--- config.mk ---
export PLATFORM = sky130hd
export DESIGN_NAME = lsu_mem_port_flat
export DESIGN_NICKNAME = d
export VERILOG_FILES = /design/src/rtl/mem_pkg.sv /design/src/rtl/lsu_mem_port_if.sv /design/src/rtl/lane_align.sv /design/src/rtl/lsu_mem_port.sv /design/src/flat_wrapper.sv
export SDC_FILE = /design/constraint.sdc
export NUM_CORES = 1
export LEC_CHECK = 0
export BUFFER_PORTS_ARGS = -buffer_cell sky130_fd_sc_hd__buf_2
export CAP_MARGIN = 20
export CORE_ASPECT_RATIO = 2
export CORE_MARGIN = 5
export CORE_UTILIZATION = 30
export DETAILED_ROUTE_END_ITERATION = 6
export PLACE_DENSITY_LB_ADDON = 0.2
export SETUP_SLACK_MARGIN = 0.5
export SYNTH_ARGS = -nofsm -noshare
export SYNTH_HDL_FRONTEND = slang
export SYNTH_HIERARCHICAL = 1
export SYNTH_SLANG_ARGS = --single-unit
--- constraint.sdc ---
create_clock -name clk_i -period 6.6 [get_ports clk_i]
set_input_delay 1.65 -clock clk_i [delete_from_list [all_inputs] [get_ports clk_i]]
set_output_delay 1.65 -clock clk_i [all_outputs]
set_load 0.005 [all_outputs]
--- src/rtl/mem_pkg.sv ---
// Shared types for the load/store unit's BRAM port-A requester.
package mem_pkg;
  localparam int XLEN = 32;

  typedef enum logic [1:0] {
    SZ_B   = 2'b00,
    SZ_H   = 2'b01,
    SZ_W   = 2'b10,
    SZ_RSV = 2'b11
  } size_e;

  typedef enum logic [1:0] {
    IDLE,
    LOAD_WAIT,
    RMW
  } lsu_state_e;
endpackage

--- src/rtl/lsu_mem_port_if.sv ---
// Request/response handshake plus BRAM port-A signals of the LSU memory port.
interface lsu_mem_port_if #(
  parameter int MEM_AW = 14,
  parameter int XLEN   = 32
);
  logic              req_valid_i;
  logic              req_ready_o;
  logic              req_we_i;
  logic [1:0]        req_size_i;
  logic              req_unsigned_i;
  logic [31:0]       req_addr_i;
  logic [XLEN-1:0]   req_wdata_i;
  logic              rsp_valid_o;
  logic [XLEN-1:0]   rsp_rdata_o;
  logic              rsp_err_o;
  logic              mem_we_o;
  logic [MEM_AW-1:0] mem_addr_o;
  logic [XLEN-1:0]   mem_wdata_o;
  logic [XLEN-1:0]   mem_rdata_i;

  modport master (
    output req_valid_i, req_we_i, req_size_i, req_unsigned_i, req_addr_i, req_wdata_i,
    output mem_rdata_i,
    input  req_ready_o, rsp_valid_o, rsp_rdata_o, rsp_err_o,
    input  mem_we_o, mem_addr_o, mem_wdata_o
  );

  modport slave (
    input  req_valid_i, req_we_i, req_size_i, req_unsigned_i, req_addr_i, req_wdata_i,
    input  mem_rdata_i,
    output req_ready_o, rsp_valid_o, rsp_rdata_o, rsp_err_o,
    output mem_we_o, mem_addr_o, mem_wdata_o
  );
endinterface

--- src/rtl/lane_align.sv ---
// Byte/halfword lane handling: load extract+extend and store merge into an old word.
module lane_align
  import mem_pkg::*;
#(
  parameter int XLEN = mem_pkg::XLEN
) (
  input  logic [XLEN-1:0] word,
  input  logic [1:0]      offset,
  input  size_e           size,
  input  logic            ld_unsigned,
  input  logic [XLEN-1:0] st_new,
  output logic [XLEN-1:0] ld_data,
  output logic [XLEN-1:0] st_merged
);
  logic [4:0]      shamt;
  logic [XLEN-1:0] shifted;
  logic [XLEN-1:0] lane_mask;

  always_comb begin
    shamt     = {offset, 3'b000};
    shifted   = word >> shamt;
    ld_data   = word;
    lane_mask = '1;
    case (size)
      SZ_B: begin
        ld_data   = {{(XLEN-8){~ld_unsigned & shifted[7]}}, shifted[7:0]};
        lane_mask = {{(XLEN-8){1'b0}}, 8'hFF} << shamt;
      end
      SZ_H: begin
        ld_data   = {{(XLEN-16){~ld_unsigned & shifted[15]}}, shifted[15:0]};
        lane_mask = {{(XLEN-16){1'b0}}, 16'hFFFF} << shamt;
      end
      default: begin
        ld_data   = word;
        lane_mask = '1;
      end
    endcase
    st_merged = (word & ~lane_mask) | ((st_new << shamt) & lane_mask);
  end
endmodule

--- src/rtl/lsu_mem_port.sv ---
// Load/store requester for BRAM port A: 1-cycle read latency, sub-word loads,
// and read-modify-write for byte/halfword stores (the BRAM has no byte enables).
//
// state     | meaning
// IDLE      | ready for a request; word stores and errors finish here
// LOAD_WAIT | BRAM read data arriving; extract/extend and register result
// RMW       | old word arriving; write back with the addressed lane(s) merged
module lsu_mem_port
  import mem_pkg::*;
#(
  parameter int MEM_AW = 14,
  parameter int XLEN   = mem_pkg::XLEN
) (
  input logic           clk_i,
  input logic           rst_ni,
  lsu_mem_port_if.slave bus
);
  localparam logic [32:0] ADDR_LIMIT = 33'd1 << MEM_AW;

  lsu_state_e        state_q, state_d;
  logic [MEM_AW-1:0] addr_q;
  size_e             size_q;
  logic              uns_q;
  logic [XLEN-1:0]   wdata_q;
  logic              rsp_valid_q, rsp_err_q;
  logic [XLEN-1:0]   rsp_rdata_q;

  size_e             req_size;
  logic              req_err, accept, ready;
  logic              mem_we;
  logic [MEM_AW-1:0] mem_addr;
  logic [XLEN-1:0]   mem_wdata;
  logic [XLEN-1:0]   ld_data, st_merged;

  assign req_size = size_e'(bus.req_size_i);

  always_comb begin
    req_err = (req_size == SZ_RSV)
            | ((req_size == SZ_H) & bus.req_addr_i[0])
            | ((req_size == SZ_W) & (bus.req_addr_i[1:0] != 2'b00))
            | ({1'b0, bus.req_addr_i} >= ADDR_LIMIT);
  end

  lane_align #(.XLEN(XLEN)) u_lane_align (
    .word        (bus.mem_rdata_i),
    .offset      (addr_q[1:0]),
    .size        (size_q),
    .ld_unsigned (uns_q),
    .st_new      (wdata_q),
    .ld_data     (ld_data),
    .st_merged   (st_merged)
  );

  always_comb begin
    state_d   = state_q;
    ready     = 1'b0;
    accept    = 1'b0;
    mem_we    = 1'b0;
    mem_addr  = {addr_q[MEM_AW-1:2], 2'b00};
    mem_wdata = bus.req_wdata_i;
    case (state_q)
      IDLE: begin
        ready    = rst_ni;
        accept   = bus.req_valid_i & rst_ni;
        mem_addr = {bus.req_addr_i[MEM_AW-1:2], 2'b00};
        if (accept && !req_err) begin
          if (!bus.req_we_i)           state_d = LOAD_WAIT;
          else if (req_size == SZ_W)   mem_we  = 1'b1;
          else                         state_d = RMW;
        end
      end
      LOAD_WAIT: state_d = IDLE;
      RMW: begin
        mem_we    = 1'b1;
        mem_wdata = st_merged;
        state_d   = IDLE;
      end
      default: state_d = IDLE;
    endcase
    // Async reset must silence the BRAM port immediately, not at the next edge.
    if (!rst_ni) begin
      mem_we   = 1'b0;
      mem_addr = '0;
    end
  end

  always_ff @(posedge clk_i or negedge rst_ni) begin
    if (!rst_ni) state_q <= IDLE;
    else         state_q <= state_d;
  end

  always_ff @(posedge clk_i or negedge rst_ni) begin
    if (!rst_ni) begin
      addr_q      <= '0;
      size_q      <= SZ_B;
      uns_q       <= 1'b0;
      wdata_q     <= '0;
      rsp_valid_q <= 1'b0;
      rsp_err_q   <= 1'b0;
      rsp_rdata_q <= '0;
    end else begin
      rsp_valid_q <= 1'b0;
      rsp_err_q   <= 1'b0;
      rsp_rdata_q <= '0;
      case (state_q)
        IDLE: begin
          if (accept) begin
            addr_q  <= bus.req_addr_i[MEM_AW-1:0];
            size_q  <= req_size;
            uns_q   <= bus.req_unsigned_i;
            wdata_q <= bus.req_wdata_i;
            if (req_err) begin
              rsp_valid_q <= 1'b1;
              rsp_err_q   <= 1'b1;
            end else if (bus.req_we_i && req_size == SZ_W) begin
              rsp_valid_q <= 1'b1;
            end
          end
        end
        LOAD_WAIT: begin
          rsp_valid_q <= 1'b1;
          rsp_rdata_q <= ld_data;
        end
        RMW:     rsp_valid_q <= 1'b1;
        default: ;
      endcase
    end
  end

  assign bus.req_ready_o = ready;
  assign bus.rsp_valid_o = rsp_valid_q;
  assign bus.rsp_rdata_o = rsp_rdata_q;
  assign bus.rsp_err_o   = rsp_err_q;
  assign bus.mem_we_o    = mem_we;
  assign bus.mem_addr_o  = mem_addr;
  assign bus.mem_wdata_o = mem_wdata;
endmodule

--- src/flat_wrapper.sv ---
// flat-port wrapper written by rule: the top's interface ports become plain ports
module lsu_mem_port_flat import mem_pkg::*;
#(
  parameter int MEM_AW = 14,
  parameter int XLEN   = mem_pkg::XLEN
)
  (clk_i, rst_ni, bus_req_valid_i, bus_req_we_i, bus_req_size_i, bus_req_unsigned_i, bus_req_addr_i, bus_req_wdata_i, bus_mem_rdata_i, bus_req_ready_o, bus_rsp_valid_o, bus_rsp_rdata_o, bus_rsp_err_o, bus_mem_we_o, bus_mem_addr_o, bus_mem_wdata_o);
  lsu_mem_port_if #(.MEM_AW(MEM_AW), .XLEN(XLEN)) bus_i ();
  input logic clk_i;
  input logic rst_ni;
  input wire logic [$bits(bus_i.req_valid_i)-1:0] bus_req_valid_i;
  input wire logic [$bits(bus_i.req_we_i)-1:0] bus_req_we_i;
  input wire logic [$bits(bus_i.req_size_i)-1:0] bus_req_size_i;
  input wire logic [$bits(bus_i.req_unsigned_i)-1:0] bus_req_unsigned_i;
  input wire logic [$bits(bus_i.req_addr_i)-1:0] bus_req_addr_i;
  input wire logic [$bits(bus_i.req_wdata_i)-1:0] bus_req_wdata_i;
  input wire logic [$bits(bus_i.mem_rdata_i)-1:0] bus_mem_rdata_i;
  output wire logic [$bits(bus_i.req_ready_o)-1:0] bus_req_ready_o;
  output wire logic [$bits(bus_i.rsp_valid_o)-1:0] bus_rsp_valid_o;
  output wire logic [$bits(bus_i.rsp_rdata_o)-1:0] bus_rsp_rdata_o;
  output wire logic [$bits(bus_i.rsp_err_o)-1:0] bus_rsp_err_o;
  output wire logic [$bits(bus_i.mem_we_o)-1:0] bus_mem_we_o;
  output wire logic [$bits(bus_i.mem_addr_o)-1:0] bus_mem_addr_o;
  output wire logic [$bits(bus_i.mem_wdata_o)-1:0] bus_mem_wdata_o;
  assign bus_i.req_valid_i = bus_req_valid_i;
  assign bus_i.req_we_i = bus_req_we_i;
  assign bus_i.req_size_i = bus_req_size_i;
  assign bus_i.req_unsigned_i = bus_req_unsigned_i;
  assign bus_i.req_addr_i = bus_req_addr_i;
  assign bus_i.req_wdata_i = bus_req_wdata_i;
  assign bus_i.mem_rdata_i = bus_mem_rdata_i;
  assign bus_req_ready_o = bus_i.req_ready_o;
  assign bus_rsp_valid_o = bus_i.rsp_valid_o;
  assign bus_rsp_rdata_o = bus_i.rsp_rdata_o;
  assign bus_rsp_err_o = bus_i.rsp_err_o;
  assign bus_mem_we_o = bus_i.mem_we_o;
  assign bus_mem_addr_o = bus_i.mem_addr_o;
  assign bus_mem_wdata_o = bus_i.mem_wdata_o;
  lsu_mem_port #(.MEM_AW(MEM_AW), .XLEN(XLEN)) u_core (.clk_i(clk_i), .rst_ni(rst_ni), .bus(bus_i));
endmodule
# Word level (Yosys, flattened, before mapping)
# Cells that the tools add are included.
[op_classes]
order_cmp = 1
eq_ne = 8
shifts = 4
mux = 24
bitwise_logic = 13
reduce_logical = 9
[op_table]
columns = ["operator", "count"]
rows = [
  ["32-bit case mux with 2 select lines", 2],
  ["32-bit AND", 2],
  ["32-bit 2-to-1 mux", 2],
  ["32-bit by 15-bit >= comparator with 1-bit output (second input constant)", 1],
  ["32-bit NOT", 1],
  ["32-bit OR", 1],
  ["16-bit by 5-bit left shift with 32-bit output (first input constant)", 1],
  ["32-bit by 5-bit left shift with 32-bit output", 1],
  ["8-bit by 5-bit left shift with 32-bit output (first input constant)", 1],
  ["32-bit by 5-bit >> shifter with 16-bit output", 1],
  ["14-bit 2-to-1 mux", 2],
  ["1-bit 2-to-1 mux", 12],
  ["2-bit 2-to-1 mux", 4],
  ["2-bit by 1-bit == test with 1-bit output (second input constant)", 3],
  ["2-bit == test (second input constant)", 3],
  ["1-bit AND", 5],
  ["2-bit zero test", 2],
  ["1-bit case mux with 2 select lines", 2],
  ["2-bit AND reduction", 2],
  ["3-bit != test (second input constant)", 1],
  ["1-bit OR", 3],
  ["1-bit logical AND", 2],
  ["2-bit by 1-bit != test with 1-bit output (second input constant)", 1],
  ["2-bit nonzero test", 1],
  ["3 further kinds", 3],
]
[word_totals]
reg_bits = 85
in_bits = 103
output_inout_bits = 82
word_cells = 67

# Longest topological paths before layout
# Gate-level depths: netlist of the first run.
[depth]
depth_word = 10
depth_mapped = 8
ltp_nobuf = 5

# By module
# Netlist of the first run, hierarchy kept.
[by_module_without_submodules]
columns = ["mod", "instances", "cells_each", "area_per_inst_um2", "seq_area_each_um2"]
rows = [
  ["lsu_mem_port", 1, 276, 3788.6, 2127.0],
  ["lane_align", 1, 262, 1667.8, 0.0],
]

# Worst setup path before layout of the first run
# No wires, ideal clock.
[synth_path]
kind = "input to output"
from = "input port bus_req_addr_i[20]"
to = "output port bus_mem_we_o"
arrival_time_ns = 2.526
required_time_ns = 4.950
path_slack_ns = 2.424
stages = 4
path_buffers = 0
cell_sequence = "nor4_2 nand4_1 nor4b_1 o21a_1"
[synth_via]
elab_chain_len = 7
[synth_rtl]
columns = ["element", "line", "rtl"]
rows = [
  ["start: declaration", "flat_wrapper.sv:15", "input wire logic [$bits(bus_i.req_addr_i)-1:0] bus_req_addr_i;"],
  ["32-bit by 15-bit >= comparator with 1-bit output", "lsu_mem_port.sv:41", "| ({1'b0, bus.req_addr_i} >= ADDR_LIMIT);"],
  ["1-bit OR", "lsu_mem_port.sv:41", ""],
  ["1-bit zero test", "lsu_mem_port.sv:66", "if (accept && !req_err) begin"],
  ["1-bit logical AND", "lsu_mem_port.sv:66", ""],
  ["1-bit 2-to-1 mux", "lsu_mem_port.sv:66", ""],
  ["1-bit case mux with 2 select lines", "lsu_mem_port.sv:61", "case (state_q)"],
  ["1-bit 2-to-1 mux", "lsu_mem_port.sv:81", "if (!rst_ni) begin"],
  ["end: declaration", "flat_wrapper.sv:22", "output wire logic [$bits(bus_i.mem_we_o)-1:0] bus_mem_we_o;"],
]
# Every way passes these cells.

# Worst setup path after layout of the first run
[layout_path]
from = "register u_core.addr_q[0]"
to = "output port bus_mem_wdata_o[23]"
[layout_via]
elab_chain_len = 6
elab_cells_between_ends = 9
classes_between = "shift: 3; mux: 2; bitwise: 4"
[layout_rtl]
columns = ["element", "line", "rtl"]
rows = [
  ["start: declaration", "lsu_mem_port.sv:21", "logic [MEM_AW-1:0] addr_q;"],
  ["start signal: assignment", "lsu_mem_port.sv:108", "addr_q <= bus.req_addr_i[MEM_AW-1:0];"],
  ["16-bit by 5-bit left shift with 32-bit output / 8-bit by 5-bit left shift with 32-bit output (equally long branches)", "lane_align.sv:31, lane_align.sv:27", ""],
  ["32-bit case mux with 2 select lines", "lane_align.sv:24", "case (size)"],
  ["32-bit NOT", "lane_align.sv:38", "st_merged = (word & ~lane_mask) | ((st_new << shamt) & lane_mask);"],
  ["32-bit AND", "lane_align.sv:38", ""],
  ["32-bit OR *", "lane_align.sv:38", ""],
  ["named net u_core.st_merged[23]", "lsu_mem_port.sv:33", "logic [XLEN-1:0] ld_data, st_merged;"],
  ["32-bit 2-to-1 mux *", "lsu_mem_port.sv:61", ""],
  ["end: declaration", "flat_wrapper.sv:24", "output wire logic [$bits(bus_i.mem_wdata_o)-1:0] bus_mem_wdata_o;"],
]
# Mark *: on every way through the listed nets, which the timed path passes. The rest lies on a longest branch.

==> reports/metrics.cfg, run 1 <==
[sta]
maxSlewViolCount = 0
final.min_clock_period_ns = 4.74
finalWorstSetupSlack_ns = 1.86
rsz0062_at_grt = false
finalSetupTns_ns = 0
fin_crit_sh = 0.718
hold_viol_final = 0
skew_ns = 0.00652
fmax_ghz = 0.211
slew_headroom = 0.369
setup_viol = 0
max_slew.worst_pin.slew_ns = 0.946

[layout]
drive_above_1_share = 0.459
antennaDiodeCount = 0
num-nets-final = 803
area_growth_pct = 24.5
final_util = 0.380

[grt]
grt_max_degree = 53
grt_pass1_wl_um = 27400
use_met1 = 0.167
antenna_found_initial = 0
gr-total-overflow = 0
grtUsageMet2 = 0.297
grt_pass1_vias = 5020
busiest_layer = met2
use_met3 = 0.0425
gr-usage-all-layers = 0.166

[route]
wl_per_cell_um = 19.3
viasPerCell = 5.13
routed_wl_um = 17600
drt_iter0_drc = 203
vias = 4692
drc_errors = 0
drtAntennaViolNets = 0
drtPass1Iterations = 5

[synth]
synth_edf_count = 0
synth_seq_area_share = 0.390
post-synth-top-area-fraction = 0.390
synth_area_leaders = dfrtp_1 39%, mux2_2 21%, mux2i_1 7.2%, nand2_1 4.7%, and2_1 3.8%
syn_inst = 538
yosysTopAreaCell = dfrtp_1
synth_warnings = 6
synthMostInstantiatedCell = mux2_2
synth-async-reset-ratio = 1.00
synth.avg_cell_area_um2 = 10.1
synth_seq_cells = 85
syn_area_um2 = 5460
yosys-top-cells-count = 102 x mux2_2, 85 x dfrtp_1, 69 x nand2_1
ys.flop_type = dfrtp_1
synth_cell_type_count = 44

[status]
status = complete, no violations

[worst_setup_path]
crit_fanout = 30
critical_path_buf_inv_count = 1
critPathCaptureType = output port
crit_required_ns = 4.95
crit_family = flip-flops
crit_slowest_cell = dfrtp_2
worst_ep_arrival_time_ns = 3.09
cpMostUsedCell = mux2_2
path_class = flip-flop to output port
worstPathCellList = and2b_1 -> a211oi_4 -> mux2_2 -> mux2_2 -> buf_2
worst_setup_path_start_kind = flip-flop
slowest_delay_ns = 0.80

[die]
pin_count = 185
die_w_um = 105
die_area_um2 = 21100
rows = 69
die_h_um = 201
core_um2 = 17900
initial_core_util = 0.305

[placed_design]
port_buffers = 182
pre_cts_slack_ns = 2.11
post-dp-hpwl_um = 14100
place.gp.congestion = 0.816

[min_path]
hp-class = flip-flop to flip-flop

[clock_tree]
cts.path.max_buffers = 2
clkSinkCount = 85
cts_tree = yes
cts_repair_resize_count = 0
hold_buffers = 0
post-cts-setup-buffers = 0
cts_buffers = 9
cts_root_buffer = clkbuf_16
clk_latency_ns = 0.34
path_clk_slew_ns = 0.06
cts_htree_levels = 3

[run]
maxCapViolations = 0

[pwr]
power_density_nw_per_um2 = 237
leakage_nw = 3.28
ir_drop_mv = 0.124

-- layout by cell type (no fill, tap or decap), drive strengths merged, types with 2 or more instances in the layout --
master	count
buf	189
mux2	102
dfrtp	85
nand2	69
o21ai	43
mux2i	41
and2	33
nor2b	21
a21oi	18
nor2	14
o31ai	14
clkbuf	13
a211oi	9
a221oi	8
inv	8
nor4	5
ha	4
nand3	4
bufinv	2
nand4	2
conb	2
-- stage by stage --
stage	power [W]	cells	instance area, µm²	hold WS, ns
after floorplan	0.000907	539	5460	0.445
after global placement	0.00105	898	6460	0.482
after detailed placement	0.00106	898	6460	0.491
after CTS	0.00163	914	6790	0.506
after global routing	0.00169	914	6790	0.512
final	0.00161	914	6790	0.501
-- path summary, 6_finish.rpt --
| path | start | to | slack (ns) | cells past startpoint |
|---|---|---|---|---|
| worst max-delay path | u_core/addr_q[0] | bus_mem_wdata_o[23] | 1.86 | 5 |
| worst min-delay path | u_core/wdata_q[30] | u_core/wdata_q[30] | 0.50 | 1 |
| worst max register to register | u_core/addr_q[0] | u_core/bus.rsp_rdata_o[18] | 3.90 | 5 |
| worst min register to register | u_core/wdata_q[30] | u_core/wdata_q[30] | 0.50 | 1 |
| max in group asynchronous | rst_ni | u_core/addr_q[0] | 4.63 | 2 |
| min in group asynchronous | rst_ni | u_core/addr_q[12] | 1.16 | 1 |
-- registers in the layout (all words and copies together) (netlist names) --
name	flops
u_core/bus.rsp_rdata_o	32
u_core/wdata_q	32
u_core/addr_q	14
u_core/size_q	2
u_core/state_q	2
u_core/bus.rsp_err_o	1
u_core/bus.rsp_valid_o	1
u_core/uns_q	1
-- cell type report --
type | instances | area [µm²]
inverters | 9 | 33.8
clock inverters | 3 | 67.6
repair buffers | 189 | 966
fillers | 1837 | 11100
clock buffers | 13 | 260
multi-input cells | 402 | 3070
flip-flops and latches | 85 | 2130
well taps | 213 | 267
-- metal layers --
layer  routed length [µm]  part of all wire
met5                    0                 0
met4                 1020             0.058
met3                 1170             0.066
met2                 9290              0.53
met1                 6130              0.35
-- power breakdown --
| part | internal, W | switching (W) | total [W] |
|---|---|---|---|
| sequential | 0.000566 | 0.0000530 | 0.000619 |
| clock | 0.000353 | 0.000208 | 0.000561 |
| combinational | 0.000195 | 0.000231 | 0.000426 |
-- kinds of logic (layout without fill, tap and decap cells) --
| family | count (synthesis) | in the layout | synth area share |
|---|---|---|---|
| buffers and inverters | 52 | 214 | 0.0484 |
| multiplexers | 143 | 143 | 0.287 |
| AND/OR/NAND/NOR | 153 | 153 | 0.146 |
| adder cells (fa/ha/maj) | 4 | 4 | 0.00917 |
| AO/OA/AOI/OAI | 100 | 100 | 0.119 |
| other | 1 | 2 | 0.000687 |
| flip-flops | 85 | 85 | 0.390 |
No activity file was read; power rests on OpenSTA's default activity.
==> run 2: changes to the inputs <==
==> constraint.sdc (replaced) <==
create_clock -name clk_i -period 4.4 [get_ports clk_i]
set_input_delay 1.1 -clock clk_i [delete_from_list [all_inputs] [get_ports clk_i]]
set_output_delay 1.1 -clock clk_i [all_outputs]
set_load 0.005 [all_outputs]
==> run 2 against run 1 <==
  * Clock power grew 49%
  * Routed wire length rose by 2.6%
  * Via count shrank 0.34%
  * Sequential cell count unchanged
  * Global-route usage rose by 0.66 points
  * Clock skew up 0.0046 ns
  * Critical path depth did not move
  * Utilization rose by 0.27 points
  * Hold slack got worse by 0.0022 ns
  * Largest cell class unchanged
==> reports/metrics.cfg, run 2 (synthesized netlist as in run 1, its figures left out) <==
[status]
status = complete, no violations

[worst_setup_path]
crit_slowest_cell = a21oi_2
worst_ep_arrival_time_ns = 2.58
critPathCaptureType = output port
crit_fanout = 16
worstPathCellList = or2_2 -> a21oi_2 -> o31ai_1 -> mux2_2 -> buf_2
worst_setup_path_start_kind = flip-flop
crit_family = compound AO/OA/AOI/OAI gates
critical_path_buf_inv_count = 1
crit_required_ns = 3.30
path_class = flip-flop to output port
crit_cells = 5
ff2ff_path_depth = 6
slowest_delay_ns = 0.61

[sta]
maxSlewViolCount = 0
final.min_clock_period_ns = 3.68
fin_crit_sh = 0.836
skew_ns = 0.0111
max_slew.worst_pin.slew_ns = 0.869
setup_viol = 0
slew_headroom = 0.421
rsz0062_at_grt = false
hold_viol_final = 0
finalSetupTns_ns = 0
fmax_ghz = 0.272

[clock_tree]
cts_htree_levels = 3
cts_root_buffer = clkbuf_16
clk_latency_ns = 0.35
hold_buffers = 0
cts_repair_resize_count = 0
cts.path.max_buffers = 2
cts_buffers = 9
path_clk_slew_ns = 0.07
clkSinkCount = 85
post-cts-setup-buffers = 2
cts_tree = yes

[layout]
final_common_cell = buf_2
drive_above_1_share = 0.464
antennaDiodeCount = 0
area_growth_pct = 25.3
n_fill_cell = 1811
num-nets-final = 808
stdcell_area_um2 = 6840
final_cell_mix = 181 x buf_2, 102 x mux2_2, 84 x dfrtp_1, 69 x nand2_1, 39 x mux2i_1

[grt]
antenna_found_initial = 0
grt_max_degree = 53
grt_pass1_vias = 4909
gr-total-overflow = 0
grt_pass1_wl_um = 28100
gr-usage-all-layers = 0.173

[route]
drtAntennaViolNets = 0
wl_per_cell_um = 19.7
drt_iter0_drc = 161
drc_errors = 0
routed_wl_um = 18100
vias = 4676
drtPass1Iterations = 4
viasPerCell = 5.09

[die]
pin_count = 185
rows = 69
die_area_um2 = 21100
initial_core_util = 0.305
die_h_um = 201
die_w_um = 105
core_um2 = 17900

[run]
maxCapViolations = 0

[pwr]
power_density_nw_per_um2 = 353
leakage_nw = 3.31
ir_drop_mv = 0.189

[min_path]
whs_path_depth = 1
hp-class = flip-flop to flip-flop

[placed_design]
port_buffers = 182
post-dp-hpwl_um = 14600
placed_area_um2 = 6500
place.gp.congestion = 0.850

## run 2: area by class of cell
cell class | count | area [µm²] | area share
Clock buffer | 12 | 256 | 0.0375
Clock inverter | 3 | 68.8 | 0.0101
Inverter | 9 | 33.8 | 0.00494
Multi-Input combinational cell | 402 | 3070 | 0.449
Sequential cell | 85 | 2130 | 0.311
Tap cell | 213 | 267 | 0.0390
Timing Repair Buffer | 194 | 1020 | 0.149
## run 2: final timing paths
| kind | start | end | slack, ns |
|---|---|---|---|
| setup / recovery | u_core/size_q[0] | bus_mem_wdata_o[8] | 0.72 |
| hold / removal | u_core/wdata_q[27] | u_core/wdata_q[27] | 0.50 |
| setup reg to reg | u_core/addr_q[0] | u_core/bus.rsp_rdata_o[23] | 1.95 |
| hold reg to reg | u_core/wdata_q[27] | u_core/wdata_q[27] | 0.50 |
| max in group asynchronous | rst_ni | u_core/bus.rsp_rdata_o[21] | 2.87 |
| min in group asynchronous | rst_ni | u_core/wdata_q[24] | 0.67 |
## run 2: power by group
group,switching (W),internal (W),leakage (nW)
Clock,0.000310,0.000526,0.159
Combinational,0.000360,0.000300,2.07
Sequential,0.0000717,0.000849,1.08
## run 2: worst register-to-register path, stage by stage, from the launching register on
cell and delay, ns:
dfrtp_2 0.54, buf_4 0.37, mux2i_1 0.34, mux2i_2 0.16, mux2i_2 0.62, o21ai_0 0.16, and2_1 0.16
## run 2: layer usage
metal	vias up	wire length, µm	GRT usage
li1	2237	-	-
met1	2191	6210	0.173
met2	200	9620	0.313
met3	48	1160	0.0357
met4	0	1060	0.116
met5	-	0	0
## run 2: metrics by stage
step                      hold WS, ns  setup slack (ns)   util  total power (W)  cells
after floorplan                 0.445              1.32      -          0.00136    539
after global placement          0.483             0.900  0.364          0.00158    901
after detailed placement        0.488             0.840  0.364          0.00159    901
after CTS                       0.503             0.734  0.383          0.00245    918
after global routing            0.522             0.547  0.383          0.00256    918
final                           0.499             0.722  0.383          0.00242    918
